--- src/rtl/fir_decim_buf.sv ---
// rtl/fir_decim_buf.sv - decimate the fir output stream by M and buffer it in a ready/valid FIFO
// Optional feature macro: FIR_DECIM_AVG_EN (boxcar average instead of pick-every-Mth)
module fir_decim_buf #(
  parameter int S     = 16,
  parameter int M     = 4,
  parameter int DEPTH = 8
) (
  input  logic                     clk,
  input  logic                     rst,
  input  logic [S-1:0]             din,
  input  logic                     din_vld,
  output logic [S-1:0]             dout,
  output logic                     dout_vld,
  input  logic                     dout_rdy,
  output logic [$clog2(DEPTH):0]   level,
  output logic                     ovf
);

  localparam int PW = $clog2(M);
  localparam int AW = $clog2(DEPTH);
  localparam int LW = AW + 1;

  logic [PW-1:0] ph;
  logic [AW-1:0] rd_ptr;
  logic [AW-1:0] wr_ptr;
  logic [S-1:0]  mem [DEPTH];
  logic          push;
  logic          pop;
  logic          full;
  logic          wr_en;
  logic [S-1:0]  push_data;

  // A push is the last sample of each group of M; a full FIFO still takes it if a pop frees a slot
  assign push  = din_vld && (ph == PW'(M - 1));
  assign pop   = dout_vld && dout_rdy;
  assign full  = (level == LW'(DEPTH));
  assign wr_en = push && (!full || pop);

  // Phase counter: counts valid samples within the current decimation group
  always_ff @(posedge clk) begin
    if (rst) begin
      ph <= '0;
    end else if (din_vld) begin
      ph <= (ph == PW'(M - 1)) ? '0 : ph + PW'(1);
    end
  end

`ifdef FIR_DECIM_AVG_EN
  localparam int XW = S + PW;

  logic signed [XW-1:0] acc;
  logic signed [XW-1:0] sum;

  // Sum includes the current sample so the group average is ready on the push cycle
  assign sum       = acc + {{PW{din[S-1]}}, din};
  assign push_data = S'(sum >>> PW);

  // Accumulator: restarts from zero right after each group is emitted
  always_ff @(posedge clk) begin
    if (rst) begin
      acc <= '0;
    end else if (push) begin
      acc <= '0;
    end else if (din_vld) begin
      acc <= sum;
    end
  end
`else
  assign push_data = din;
`endif

  // Storage array: no reset needed, occupancy tracking decides what is valid
  always_ff @(posedge clk) begin
    if (!rst && wr_en) begin
      mem[wr_ptr] <= push_data;
    end
  end

  // Pointers, occupancy, sticky overflow and the registered head sample
  always_ff @(posedge clk) begin
    if (rst) begin
      rd_ptr   <= '0;
      wr_ptr   <= '0;
      level    <= '0;
      ovf      <= 1'b0;
      dout     <= '0;
      dout_vld <= 1'b0;
    end else begin
      if (wr_en) begin
        wr_ptr <= wr_ptr + AW'(1);
      end
      if (pop) begin
        rd_ptr <= rd_ptr + AW'(1);
      end

      if (wr_en && !pop) begin
        level <= level + LW'(1);
      end else if (pop && !wr_en) begin
        level <= level - LW'(1);
      end

      if (push && full && !pop) begin
        ovf <= 1'b1;
      end

      // Next head comes from memory if more entries remain, else from the sample being written.
      // When full with push+pop, wr_ptr==rd_ptr so the write lands on the old head, not rd_ptr+1.
      if (pop) begin
        if (level > LW'(1)) begin
          dout     <= mem[rd_ptr + AW'(1)];
          dout_vld <= 1'b1;
        end else if (wr_en) begin
          dout     <= push_data;
          dout_vld <= 1'b1;
        end else begin
          dout_vld <= 1'b0;
        end
      end else if ((level == '0) && wr_en) begin
        dout     <= push_data;
        dout_vld <= 1'b1;
      end
    end
  end

endmodule

--- config.mk ---
export PLATFORM = sky130hd
export DESIGN_NAME = fir_decim_buf
export DESIGN_NICKNAME = d
export VERILOG_FILES = /design/src/rtl/fir_decim_buf.sv
export SDC_FILE = /design/constraint.sdc
export NUM_CORES = 1
export LEC_CHECK = 0
export ABC_AREA = 1
export CAP_MARGIN = 20
export CORE_UTILIZATION = 59
export DETAILED_ROUTE_END_ITERATION = 6
export PLACE_DENSITY = 0.79
export SYNTH_ARGS = -nofsm -noshare
export SYNTH_HDL_FRONTEND = slang
export SYNTH_SLANG_ARGS = --single-unit
--- constraint.sdc ---
create_clock -name clk -period 3.98 [get_ports clk]
set_clock_uncertainty 0.2 [all_clocks]
set_input_delay 0.398 -clock clk [delete_from_list [all_inputs] [get_ports clk]]
set_output_delay 0.398 -clock clk [all_outputs]
set_load 0.02 [all_outputs]
Word-level counts from Yosys, hierarchy flattened
Memories as Yosys holds them, arrays and structs flattened.
Cells that the tools add are included.
{"block": "word_totals", "output_inout_bits": 22, "inputBits": 20, "wordCells": 48, "ram_bits": 128, "regBits": 30, "memories": 1}
{"block": "classes", "n_reduce_logical": 18, "n_mux": 13, "n_lt_le_gt_ge": 1, "add_sub_neg": 5, "eq_ne": 3}
{"memory": "mem", "depth": 8, "width": 16, "rd": 1, "rd_ports_with_merged_regs": 0, "write_ports": 1, "line": "26", "rtl": "logic [S-1:0] mem [DEPTH];"}
{"operator": "two-way mux 16 bit", "count": 4}
{"operator": "logical AND 1 bit", "count": 9}
{"operator": "two-way mux 4 bit", "count": 2}
{"operator": "adder 3 x 1 -> 3 bit (second input constant)", "count": 2}
{"operator": "two-way mux 1 bit", "count": 6}
{"operator": "adder 4 x 1 -> 4 bit (second input constant)", "count": 1}
{"operator": "== test 4 bit (second input constant)", "count": 1}
{"operator": "greater-than comparator 4 x 1 -> 1 bit (second input constant)", "count": 1}
{"operator": "zero test 1 bit", "count": 4}
{"operator": "zero test 4 bit", "count": 1}
{"operator": "nonzero test 2 bit", "count": 2}
{"operator": "subtractor 4 x 1 -> 4 bit (second input constant)", "count": 1}
{"operator": "!= test 3 x 1 -> 1 bit (second input constant)", "count": 1}
{"operator": "adder 2 x 1 -> 2 bit (second input constant)", "count": 1}
{"operator": "== test 2 bit (second input constant)", "count": 1}
{"operator": "two-way mux 2 bit", "count": 1}
{"operator": "AND reduction 2 bit", "count": 1}
{"operator": "logical OR 1 bit", "count": 1}

Depth between registers and ports, before layout
{"block": "logic_depth", "ltp_word": 8, "ltp_mapped": 13, "depth_no_buf": 13}

Worst setup path after synthesis
Ideal clock, no wire load.
{"block": "synth_path", "path_kind": "reg2reg", "startpoint": "register level[0]", "endpoint": "memory mem[0][0], enable pin", "path_stages_with_launch": 10, "required_time_ns": 3.371, "n_path_buf": 0, "setup_slack_ns": 0.901, "setup_time_ns": 0.409, "synth_period_minus_slack_ns": 3.079, "arrival_time_ns": 2.469, "cell_sequence": "dfxtp_1 -> inv_1 -> ha_1 -> nand2_1 -> inv_1 -> nand3_2 -> nand2_1 -> inv_1 -> nand2_1 -> nor3_1"}
{"block": "synth_between", "elab_chain_cells": 7}
{"item": "from (decl)", "line": "15", "rtl": "output logic [$clog2(DEPTH):0] level,"}
{"item": "from (signal assigned)", "line": "97", "rtl": "level <= level + LW'(1);"}
{"item": "from (signal assigned)", "line": "99", "rtl": "level <= level - LW'(1);"}
{"item": "== test 4 bit", "line": "36", "rtl": "assign full = (level == LW'(DEPTH));"}
{"item": "zero test 1 bit", "line": "37", "rtl": "assign wr_en = push && (!full || pop);"}
{"item": "logical OR 1 bit", "line": "37"}
{"item": "logical AND 1 bit", "line": "37"}
{"item": "named net wr_en", "line": "30", "rtl": "logic wr_en;"}
{"item": "logical AND 1 bit", "line": "74", "rtl": "if (!rst && wr_en) begin"}
{"item": "two-way mux 1 bit", "line": "74"}
{"item": "two-way mux 1 bit (implied by the code)", "line": "75", "rtl": "mem[wr_ptr] <= push_data;"}
{"item": "to (decl)", "line": "26"}
The timed path passes the listed nets, and every way through them passes these cells.

Final worst setup path
{"block": "layout_path", "startpoint": "register level[0]", "endpoint": "register dout[0]"}
{"block": "layout_between", "elab_chain_cells": 7, "word_cells_on_any_way": 12, "cone_classes": "order compare (1); eq/ne (2); mux (2); reduce/logical (7)"}
{"item": "parallel branches: the longest is 7 deep, another holds greater-than comparator 4 x 1 -> 1 bit"}
{"item": "to (signal assigned)", "line": "110", "rtl": "dout <= mem[rd_ptr + AW'(1)];"}
{"item": "to (signal assigned)", "line": "113", "rtl": "dout <= push_data;"}
{"item": "to (signal assigned)", "line": "119", "rtl": "dout <= push_data;"}
{"item": "to (decl)", "line": "12", "rtl": "output logic [S-1:0] dout,"}
Several ways; the timed one is not identified.
A chain may end at the register's enable or synchronous reset.

==> metrics.cfg <==
[setup_path]
start_kind=flip-flop
cp-end-kind=flip-flop
path_max_fanout=17
crit_type=flip-flop to flip-flop
arrival_ns=3.06
regToRegStartpoint=level[0]
crit_start=level[0]
critical_path_required_ns=4.14

[cells_and_area]
drive_above_1_share_pct=7.821
layout.nets=795
stdcell_count=923
diodes=0
syn_to_final_growth_pct=16.55
fillers=815
fin_util_pct=70.53

[cts]
cts_sinks=158
cts_tree=done
numCtsBuffers=17
holdBufCountCts=0
clk_pin_slew_worst_paths_ns=0.06
postCtsResizedCells=0
cts_root_buffer=clkbuf_16
cts_buffer_depth=2
postCtsSetupBuffers=0
cts_max_level=4
worstSkewPairLatency_ns=0.43

[sta]
min_period_over_period_pct=72.94
hold_viol=0
rsz0062_at_grt=false
slew_headroom_pct=30.49
setup_viol=0
setup_tns_ns=0
fmax_mhz=344.5
min_period_ns=2.903
drv_slew=0
worst_pin_slew_ns=1.042

[drt]
wire_per_inst_um=16.34
drt_iter0_drc=458
vias=4982
vias_per_cell=5.398
detail_route.wirelength_mm=15.08
drtPass1Iterations=6
ant_nets=0
post-route-drc-count=0

[pwr]
leakagePower_nw=3.279
vdd_drop_max_uv=294.1
powerDensity_nw_per_um2=441.5

[logic_synthesis]
synth_xor_area_share_pct=0.2546
synth_area_um2=6880
syn_nets=749
synth_top_family_by_area=simple AND/OR/NAND/NOR gates
synth-seq-area-share_pct=64.59
syn_area_per_cell_um2=9.543
synth_simple_gate_area_share_pct=22.91
ys_types=20
synth-adder-area-share_pct=1.455
synthMuxAreaShare_pct=0
ys_warn_count=0
synth_compound_gate_area_share_pct=4.219
syn_inst=721
ys_seq_elements=158

[status]
status=finished clean

[placement]
dpl.hpwl_mm=9.078
place_inst=890
portBuffers=41
place_congestion=0.7977

[flow_run]
maxCapViolCount=0

[global_routing]
grt_pass1_vias=4822
grtUsageTotal_pct=27.57
grt_overflow=0
busiest_layer=met2
grt_max_degree=67
use_met2_pct=45.00
grt_first_pass_wirelength_mm=23.78
use_met1_pct=35.55
antenna_found_initial=0
grt.met3_usage_pct=4.644

[floorplanning]
die_h_um=110.0
coreArea_um2=11370
initial_core_util_pct=60.52
rows=39
die_x_um=110.0
design.die.area_um2=12100
pin_count=42

[min_path]
min-delay-start=ovf
hold_class=flip-flop to flip-flop

-- registers in the layout, summed over array words and instances (netlist names) --
signal and flops:
dout_vld 1, mem 128, level 4, ovf 1, rd_ptr 3, dout 16, wr_ptr 3, ph 2
-- power by group --
part           switching [mW]  total [mW]  leakage, nW  internal [mW]
sequential             0.0106        1.81         1.39           1.80
combinational           0.133       0.208         1.61         0.0757
clock                   0.596        1.52        0.279          0.927
total                   0.739        3.54         3.28           2.80
-- cells in the mapped netlist --
cell type  instances  area [um^2]
a21oi_1           12        60.06
nand3_2            1        10.01
ha_1               8        100.1
nand2_2            4        25.02
inv_2              4        15.01
o21ai_1           11        55.05
clkbuf_1          10        37.54
edfxtp_1         128         3844
dfxtp_1           30        600.6
nor3_1             8        40.04
nand2_4            1        11.26
nand3_1           51        255.2
xnor2_1            2        17.52
nor2_1            95        356.6
inv_1             65        244.0
buf_2             13        65.06
o21ai_0           35        175.2
nand2_1          234        878.3
buf_4              3        22.52
buf_6              6        67.56
-- path summary, 6_finish.rpt --
kind | to | slack (ns) | cells past startpoint
min reg2reg | ovf | 0.30 | 2
max | dout[0] | 1.08 | 12
min | ovf | 0.30 | 2
max reg2reg | dout[0] | 1.08 | 12
-- metrics by stage --
step | area [um^2] | total power [mW] | setup slack [ns] | hold slack [ns]
CTS | 7999 | 3.546 | 1.172 | 0.2989
global route | 8019 | 3.636 | 0.8770 | 0.3313
finish | 8019 | 3.540 | 1.077 | 0.2968
global placement | 7446 | 2.042 | 1.090 | 0.2886
floorplan | 6880 | 1.962 | 0.9014 | 0.2704
detailed placement | 7446 | 2.048 | 1.019 | 0.2914
-- layout by cell type (no fill, tap or decap), types with 11 or more instances in the layout --
cell type        instances
a21oi_1                 12
nand2_1                234
inv_1                   65
clkdlybuf4s50_1         41
o21ai_1                 11
o21ai_0                 35
nand3_1                 51
edfxtp_1               128
clkbuf_16               17
dfxtp_1                 29
buf_4                   16
nor2_1                  95
-- final cells by class --
cell class	count	area [um^2]	area share, %
Sequential cell	158	4446	55.44
Multi-Input combinational cell	462	2012	25.09
Timing Repair Buffer	59	570.5	7.115
Clock buffer	22	454.2	5.664
Inverter	69	259.0	3.230
Tap cell	143	178.9	2.231
Clock inverter	10	98.84	1.233
-- kinds of logic (layout without fill, tap and decap cells) --
logic type,count (synthesis),count (layout)
simple gates,394,394
flops,158,158
buf+inv,101,160
compound gates,58,58
fa+ha+maj,8,8
xor+xnor,2,2
-- layer usage --
layer	up-vias	wire length, um
li1	2431	-
met1	2325	6113
met2	200	7635
met3	26	1043
met4	0	289
met5	-	0
-- worst max-delay path, cell delays in order, from the launching register on --
cell	delay, ns
dfxtp_1	0.41
inv_1	0.11
ha_1	0.26
nand2_1	0.08
inv_1	0.05
nand3_2	0.07
nand2_1	0.16
ha_1	0.24
nand2_1	0.64
nand2_4	0.29
nand2_1	0.12
nand2_1	0.06
nor2_1	0.13
Note: power is estimated with default switching activity, not from simulation.
